--- src/rtl/fetch_deco_queue.sv ---
// fetch_deco_queue: DEPTH-entry fetch-to-decode buffer with valid/ready handshakes,
// synchronous flush and combinational field split of the head instruction.
//
// Ports:
//   clk        clock, all state changes on the rising edge
//   Reset      synchronous active-high reset (priority over flush)
//   flush      drops all buffered entries and the same-cycle input/pop
//   in_valid   fetch presents pc_in/Instr
//   in_ready   buffer not full (registered count only)
//   pc_in      PC of the incoming instruction
//   Instr      incoming instruction word
//   out_valid  head entry present (registered count only)
//   out_ready  decode consumes the head entry
//   pc         head PC, 0 when empty
//   Opcode     head opcode field, 0 when empty
//   r0/r1/r2   head register fields, 0 when empty
//   Imm        head immediate extended to PC_W, 0 when empty
//   count      occupied entries
//
// Build option: define FETCH_DECO_IMM_SEXT_EN to sign-extend Imm; otherwise it is
// zero-extended.
module fetch_deco_queue #(
    parameter int PC_W    = 32,
    parameter int INSTR_W = 32,
    parameter int OP_W    = 5,
    parameter int REG_W   = 7,
    parameter int IMM_W   = 19,
    parameter int DEPTH   = 2
) (
    input  logic                       clk,
    input  logic                       Reset,
    input  logic                       flush,
    input  logic                       in_valid,
    output logic                       in_ready,
    input  logic [PC_W-1:0]            pc_in,
    input  logic [INSTR_W-1:0]         Instr,
    output logic                       out_valid,
    input  logic                       out_ready,
    output logic [PC_W-1:0]            pc,
    output logic [OP_W-1:0]            Opcode,
    output logic [REG_W-1:0]           r0,
    output logic [REG_W-1:0]           r1,
    output logic [REG_W-1:0]           r2,
    output logic [PC_W-1:0]            Imm,
    output logic [$clog2(DEPTH):0]     count
);
    localparam int AW = $clog2(DEPTH);
    localparam int CW = AW + 1;

    if (OP_W + 3 * REG_W > INSTR_W) begin : g_bad_fields
        $error("fetch_deco_queue: OP_W + 3*REG_W exceeds INSTR_W");
    end
    if (IMM_W > PC_W) begin : g_bad_imm
        $error("fetch_deco_queue: IMM_W exceeds PC_W");
    end
    if (DEPTH < 2 || (DEPTH & (DEPTH - 1)) != 0) begin : g_bad_depth
        $error("fetch_deco_queue: DEPTH must be a power of two >= 2");
    end

    logic [PC_W-1:0]    pc_mem  [DEPTH];
    logic [INSTR_W-1:0] ins_mem [DEPTH];
    logic [AW-1:0]      wr_ptr;
    logic [AW-1:0]      rd_ptr;
    logic               push;
    logic               pop;
    logic [INSTR_W-1:0] head_ins;
    logic [IMM_W-1:0]   imm_raw;

    assign in_ready  = count != CW'(DEPTH);
    assign out_valid = count != '0;
    assign push      = in_valid && in_ready && !flush;
    assign pop       = out_valid && out_ready && !flush;

    // Pointers wrap naturally because DEPTH is a power of two.
    always_ff @(posedge clk) begin
        if (Reset || flush) begin
            wr_ptr <= '0;
            rd_ptr <= '0;
            count  <= '0;
        end else begin
            if (push) wr_ptr <= wr_ptr + 1'b1;
            if (pop) rd_ptr <= rd_ptr + 1'b1;
            count <= count + CW'(push) - CW'(pop);
        end
    end

    // Storage is not reset; emptiness is tracked solely by count.
    always_ff @(posedge clk) begin
        if (push) begin
            pc_mem[wr_ptr]  <= pc_in;
            ins_mem[wr_ptr] <= Instr;
        end
    end

    // Outputs are forced to zero when empty so decode never sees stale data.
    always_comb begin
        pc       = out_valid ? pc_mem[rd_ptr] : '0;
        head_ins = out_valid ? ins_mem[rd_ptr] : '0;
        Opcode   = head_ins[INSTR_W-1 -: OP_W];
        r0       = head_ins[INSTR_W-OP_W-1 -: REG_W];
        r1       = head_ins[INSTR_W-OP_W-REG_W-1 -: REG_W];
        r2       = head_ins[INSTR_W-OP_W-2*REG_W-1 -: REG_W];
        imm_raw  = head_ins[IMM_W-1:0];
`ifdef FETCH_DECO_IMM_SEXT_EN
        Imm      = PC_W'($signed(imm_raw));
`else
        Imm      = PC_W'(imm_raw);
`endif
    end
endmodule

--- config.mk ---
export PLATFORM = sky130hd
export DESIGN_NAME = fetch_deco_queue
export DESIGN_NICKNAME = d
export VERILOG_FILES = /design/src/rtl/fetch_deco_queue.sv
export SDC_FILE = /design/constraint.sdc
export NUM_CORES = 1
export LEC_CHECK = 0
export CAP_MARGIN = 20
export CORE_ASPECT_RATIO = 0.7
export CORE_MARGIN = 2
export CORE_UTILIZATION = 35
export CTS_CLUSTER_SIZE = 16
export DETAILED_ROUTE_END_ITERATION = 8
export PLACE_DENSITY = 0.61
export SKIP_CTS_REPAIR_TIMING = 1
export SLEW_MARGIN = 20
export SYNTH_ARGS = -nofsm -noshare
export SYNTH_HDL_FRONTEND = slang
export SYNTH_SLANG_ARGS = --single-unit
--- constraint.sdc ---
create_clock -name clk -period 6.76 [get_ports clk]
set_clock_uncertainty 0.15 [all_clocks]
set_input_delay 1.352 -clock clk [delete_from_list [all_inputs] [get_ports clk]]
set_output_delay 1.352 -clock clk [all_outputs]
set_load 0.1 [all_outputs]
==> results of run 1 <==
==> how the worst max path moves through the flow <==
stage	end
after floorplan	ins_mem[1][0]$_DFFE_PP_
after global placement	r0[6]
after global routing	Imm[12]
after detailed placement	Imm[16]
after CTS	Imm[16]
final	Imm[16]
==> registers in the layout, summed over array words and instances (netlist names), named ones only <==
signal,cells
ins_mem,64
pc_mem,64
count,2
rd_ptr,1
wr_ptr,1
==> power groups by stage <==
stage	combinational, mW	clock (mW)	sequential, mW
2_1_floorplan	0.198	0	0.958
3_3_place_gp	0.272	0	0.956
3_5_place_dp	0.274	0	0.957
4_1_cts	0.275	0.967	0.940
5_1_grt	0.284	1.00	0.942
6_report	0.272	0.944	0.940
==> cells by family (layout without fill, tap and decap cells) <==
group / Yosys count / in the layout / share of synthesized area
flops: 133 / 133 / 0.734
compound gates: 1 / 1 / 0.000931
other cells: 1 / 13 / 0.000698
mux: 65 / 65 / 0.121
simple gates: 78 / 78 / 0.0629
buf+inv: 43 / 186 / 0.0706
xor+xnor: 3 / 3 / 0.00489
fa+ha+maj: 2 / 2 / 0.00466
==> synthesized netlist by cell type, types with 2 or more instances <==
| cell type | number |
|---|---|
| and2_1 | 2 |
| buf_4 | 27 |
| buf_6 | 8 |
| buf_8 | 5 |
| dfxtp_1 | 5 |
| edfxtp_1 | 128 |
| ha_1 | 2 |
| inv_1 | 2 |
| mux2i_1 | 65 |
| nand2_1 | 2 |
| nor2_1 | 57 |
| nor2_2 | 10 |
| nor3_1 | 3 |
| xnor2_1 | 2 |
==> metal layers <==
metal  global-route usage  vias up  wire, um
met5                    0        -         0
met4               0.0340        0        32
met3               0.0612        2       865
met2                0.197      113      4800
met1                0.168     1421      4940
li1                     -     1426         -
==> cell usage in the layout (no fill, tap or decap) <==
master and count:
clkbuf_1 1, dfxtp_4 1, clkdlybuf4s50_1 149, nand2_1 2, inv_6 1, or3_1 1, nor2_1 56, edfxtp_1 128
clkbuf_16 17, or2_1 1, nand2b_1 1, clkinvlp_4 3, mux2i_1 65, nor3_1 2, clkinv_2 2, nor3_4 1
clkinv_1 1, dfxtp_1 4, xor2_1 1, clkinv_4 2, ha_1 2, xnor2_1 2, and2_1 2, conb_1 13
nor2_2 10, buf_4 4, o21ai_1 1, nor3b_4 1, nor2_4 1, inv_1 2, bufinv_16 4
==> worst reg2reg max path: cells and delay by family, from the launching register on <==
kind	cells	cell delay, ns
flip-flops	1	0.45
buffers and inverters	1	0.71
AND/OR/NAND/NOR	3	0.56
==> layout make-up <==
cell class,count,share of cell area
clock inverter,13,0.0245
inverter,2,0.00101
multi-input combinational,162,0.151
sequential,133,0.529
clock buffer,18,0.0576
tap,195,0.0327
timing repair buffer,153,0.204
==> metrics by stage <==
stage,setup WS [ns],util,power (mW),instances
finish,2.07,0.502,2.16,676
global route,1.86,0.502,2.23,676
CTS,2.00,0.502,2.18,676
detailed placement,2.44,0.461,1.23,645
global placement,2.46,0.461,1.23,645
floorplan,1.41,-,1.16,338
==> run summary, run 1 <==
Initial DRC count -> 164
Fin crit period -> 4.69 ns
Top Ports -> 163
DP Area -> 0.00684 mm2
CTS Root Cell -> clkbuf_16
Setup Viol. Count Final -> 0
Post-synth EDFFs -> 128
First-pass GRT wire length -> 16.2 mm
Total GRT Usage -> 0.130
Worst flop-to-flop path startpoint -> count[0]$_SDFF_PP0_
Vias in the first global route -> 3038
Ratio of final minimum period to clock period -> 0.694
Fin area -> 0.00746 mm2
Share of the yosys chip area belonging to registers -> 0.734
TritonCTS clock tree -> yes
Largest delay share family, worst path -> buffers and inverters
DRC violations left -> 0
# rows -> 37
Initial Utilization -> 0.361
Run status -> completed
CP Launch Type -> flop
Share of layout cells above drive strength 1 -> 0.0977
Crit Path Class -> reg2out
Die Y-Extent -> 108 um
Switching power -> 536 uW
Distinct cell type count after synthesis -> 22
Worst relative slew slack -> 0.305
Worst Path Buf+Inv -> 2
R2r setup slk -> 4.49 ns
Top post-synthesis cells by area -> edfxtp_1, mux2i_1, nor2_1
Worst-Skew Late Latency -> 0.40 ns
LEAKAGE -> 2.41 nW
Mapped Area -> 0.00537 mm2
H-Tree Depth -> 4
Combinational share of power -> 0.126
Grt ovf -> 0
Max Cap Viol -> 0
HPWL Detailed -> 6.79 mm
Layout area overhead -> 38.8%
Critical path depth -> 4
IR drop worst, VDD -> 150 uV
WL/cell -> 15.7 um
Post-synth top area share -> 0.716
Core area -> 0.0149 mm2
Reg power frac -> 0.436
TritonRoute pass-1 iters -> 4
RSZ-0062 raised after global routing -> false
Syn Inst Count -> 326
Area leader, netlist -> edfxtp_1
Crit-path cells -> buf_4 -> mux2i_1 -> nor2_1 -> clkdlybuf4s50_1
Slowest-stage cell, CP -> clkdlybuf4s50_1
Main synth FF type -> edfxtp_1
Clk network pwr share -> 0.438
Clk slew on worst S/H paths -> 0.06 ns
Antenna Violating Nets Remaining -> 0
FMAX -> 0.213 GHz
Largest net degree at the start of global routing -> 65
Fin. max-slew vios -> 0
Num CTS Buffers -> 17
Post-route setup TNS -> 0 ns
Sinks on the clock net -> 133
DR vias/cell -> 4.38
Hold path start -> wr_ptr$_SDFFE_PP0P_
Type of destination of the critical path -> output pin
FFs w/ async S/R, synth -> 0
# port buffers -> 149
Die ar. -> 0.0164 mm2
Worst hold path endpoint -> wr_ptr$_SDFFE_PP0P_
Synth warn -> 0
Sw Share -> 0.248
Hold Path Depth -> 2
Seq cells post-synth -> 133
Nets -> 540
FF-to-FF End -> pc_mem[1][19]$_DFFE_PP_
Hold/Removal Path Class -> reg2reg
Syn_area_per_cell -> 16.5 um2
Critical path peak fanout -> 45
Gpl congestion -> 0.702
Final hold vios -> 0
Antenna violations before repair -> 0
Register area -> 0.00395 mm2
Fillers -> 1253
Final wirelength -> 10.6 mm
Antenna cells -> 0
Multi-input logic area -> 0.00112 mm2
WP data arrival -> 3.19 ns
Tightest Pin Transition -> 1.04 ns
Clk buf depth -> 2
Chip width -> 152 um
P_int -> 1.62 mW
Worst EP required -> 5.26 ns
Min Hold Slack -> 0.390 ns
P per Cell Area -> 289 mW/mm2
Max incr delay on CP -> 1.16 ns
Cell depth of the worst flop-to-flop path -> 4
Via count -> 2962
Note: power is estimated with default switching activity, not from simulation.
==> inputs of run 2 (changes only) <==
- PLACE_DENSITY: 0.61 -> 0.59
- clock period: 6.76 -> 4.35 ns (I/O delays scaled with it)
==> run 2 against run 1 <==
Net effect: cell area down 1.2%; sequential power is 55% higher; worst hold slack worse by 0.014 ns; largest cell class unchanged; highest routed layer unchanged; global-route usage increased by 0.72 points; critical path type unchanged; clock power rose by 50%; via count is 1.6% higher; power increased by 53%; combinational power rose by 56%; count of clock-buffer cells in the layout up 2; non-clock buffer count is 1 higher; flip-flop and latch count stayed put; first-iteration DRC count down 21%.
==> run summary, run 2 (synthesis gave the netlist of run 1 again) <==
Commonest cells after routing, fill and taps aside -> edfxtp_1, clkdlybuf4s50_1, mux2i_1
HPWL Detailed -> 6.67 mm (-1.7%)
Crit Path Class -> reg2out
R2r setup slk -> 2.10 ns (-2.39 ns)
WL/cell -> 16.1 um (+2.5%)
IR drop worst, VDD -> 294 uV (+97%)
Fin crit period -> 3.76 ns
P per Cell Area -> 448 mW/mm2 (+55%)
Sinks on the clock net -> 133 (unchanged)
Dpl cells -> 646 (+0.16%)
Worst-Skew Late Latency -> 0.41 ns (about the same)
Max Cap Viol -> 0 (unchanged)
Placement Setup Slack -> 0.999 ns (-1.44 ns)
Sw Share -> 0.254 (+0.00612)
DRC violations left -> 0 (unchanged)
Layout area overhead -> 37.2%
Largest net degree at the start of global routing -> 65 (unchanged)
Min Hold Slack -> 0.376 ns (-0.0140 ns)
Non-Filler Instances -> 678 (+0.30%)
Final hold vios -> 0 (unchanged)
Vias in the first global route -> 3192 (+5.1%)
Combinational share of power -> 0.128 (+0.002)
Pwr Total -> 3.30 mW (+53%)
CTS Root Cell -> clkbuf_16
Nets -> 541 (+0.19%)
# port buffers -> 149 (unchanged)
Chip width -> 152 um (unchanged)
Switching power -> 841 uW (+57%)
TritonCTS clock tree -> yes
Antenna cells -> 0 (unchanged)
Reg power frac -> 0.442 (+0.006)
Post-route setup TNS -> 0 ns (unchanged)
Clk network pwr share -> 0.430 (-0.008)
RSZ-0062 raised after global routing -> false
Grt ovf -> 0 (unchanged)
P_int -> 2.46 mW (+52%)
Core area -> 0.0149 mm2 (unchanged)
TritonRoute pass-1 iters -> 4 (unchanged)
Type of destination of the critical path -> output pin
Fin. max-slew vios -> 0 (unchanged)
Antenna violations before repair -> 0 (unchanged)
Die ar. -> 0.0164 mm2 (unchanged)
Final wirelength -> 10.9 mm (+2.8%)
DR vias/cell -> 4.44 (+1.3%)
Die Y-Extent -> 108 um (unchanged)
Setup WS post-layout -> 0.593 ns (-1.47 ns)
Initial Utilization -> 0.361 (unchanged)
Most common cell after layout, fill and taps aside -> edfxtp_1
Ratio of final minimum period to clock period -> 0.864
Clk buf depth -> 2 (unchanged)
Gpl congestion -> 0.708 (+0.75%)
CP Launch Type -> flop
Worst EP required -> 3.33 ns (-1.93 ns)
Tightest Pin Transition -> 1.04 ns (-0.00229 ns)
Top Ports -> 163 (unchanged)
Setup Viol. Count Final -> 0 (unchanged)
# rows -> 37 (unchanged)
Initial DRC count -> 130 (-21%)
Critical path peak fanout -> 39 (-13%)
FMAX -> 0.266 GHz
LEAKAGE -> 2.48 nW (+3.2%)
Hold/Removal Path Class -> reg2reg
WP data arrival -> 2.74 ns (-0.45 ns)
Share of layout cells above drive strength 1 -> 0.184 (+0.0866)
Num CTS Buffers -> 17 (unchanged)
Worst relative slew slack -> 0.307 (+0.00153)
Run status -> completed
Regs by FF count -> ins_mem (64), pc_mem (64), count (2)
Total GRT Usage -> 0.137 (+0.00724)
First-pass GRT wire length -> 17.0 mm (+4.6%)
Clk slew on worst S/H paths -> 0.06 ns (about the same)
Via count -> 3008 (+1.6%)
Antenna Violating Nets Remaining -> 0 (unchanged)
H-Tree Depth -> 4 (unchanged)
[run 2: layout make-up]
cell class | count | area, um2
Clock buffer | 20 | 437
Clock inverter | 12 | 155
Inverter | 2 | 7.51
Timing Repair Buffer | 154 | 1450
Multi-Input combinational cell | 162 | 1130
Sequential cell | 133 | 3950
Fill cell | 1242 | 7490
Tap cell | 195 | 244
[run 2: power groups by stage]
| stage | logic [mW] | registers (mW) | clock network [mW] |
|---|---|---|---|
| 5_1_grt | 0.442 | 1.46 | 1.51 |
| 2_1_floorplan | 0.309 | 1.49 | 0 |
| 3_5_place_dp | 0.425 | 1.49 | 0 |
| 4_1_cts | 0.427 | 1.46 | 1.45 |
| 3_3_place_gp | 0.421 | 1.49 | 0 |
| 6_report | 0.423 | 1.46 | 1.42 |
[run 2: final timing paths]
kind,from,cells past startpoint,to
worst max-delay path,flop,3,Imm[9]
worst min-delay path,wr_ptr$_SDFFE_PP0P_,2,wr_ptr$_SDFFE_PP0P_
worst max register to register,count[0]$_SDFF_PP0_,9,count[1]$_SDFF_PP0_
worst min register to register,wr_ptr$_SDFFE_PP0P_,2,wr_ptr$_SDFFE_PP0P_
[run 2: worst max-delay path, cell delays in order (launching register included)]
cell and delay (ns):
dfxtp_4 0.79, mux2i_1 0.17, nor2_1 0.17, clkdlybuf4s50_1 1.16
[run 2: routing by layer]
layer	wire (um)	track usage
met5	0	0
met2	4990	0.215
met4	89	0.0401
met3	1050	0.0692
met1	4810	0.167
[run 2: per-stage QoR]
| stage | instance area [um2] | util |
|---|---|---|
| after CTS | 7370 | 0.496 |
| after global placement | 6780 | 0.456 |
| after detailed placement | 6780 | 0.456 |
| final | 7370 | 0.496 |
| after floorplan | 5440 | - |
| after global routing | 7370 | 0.496 |
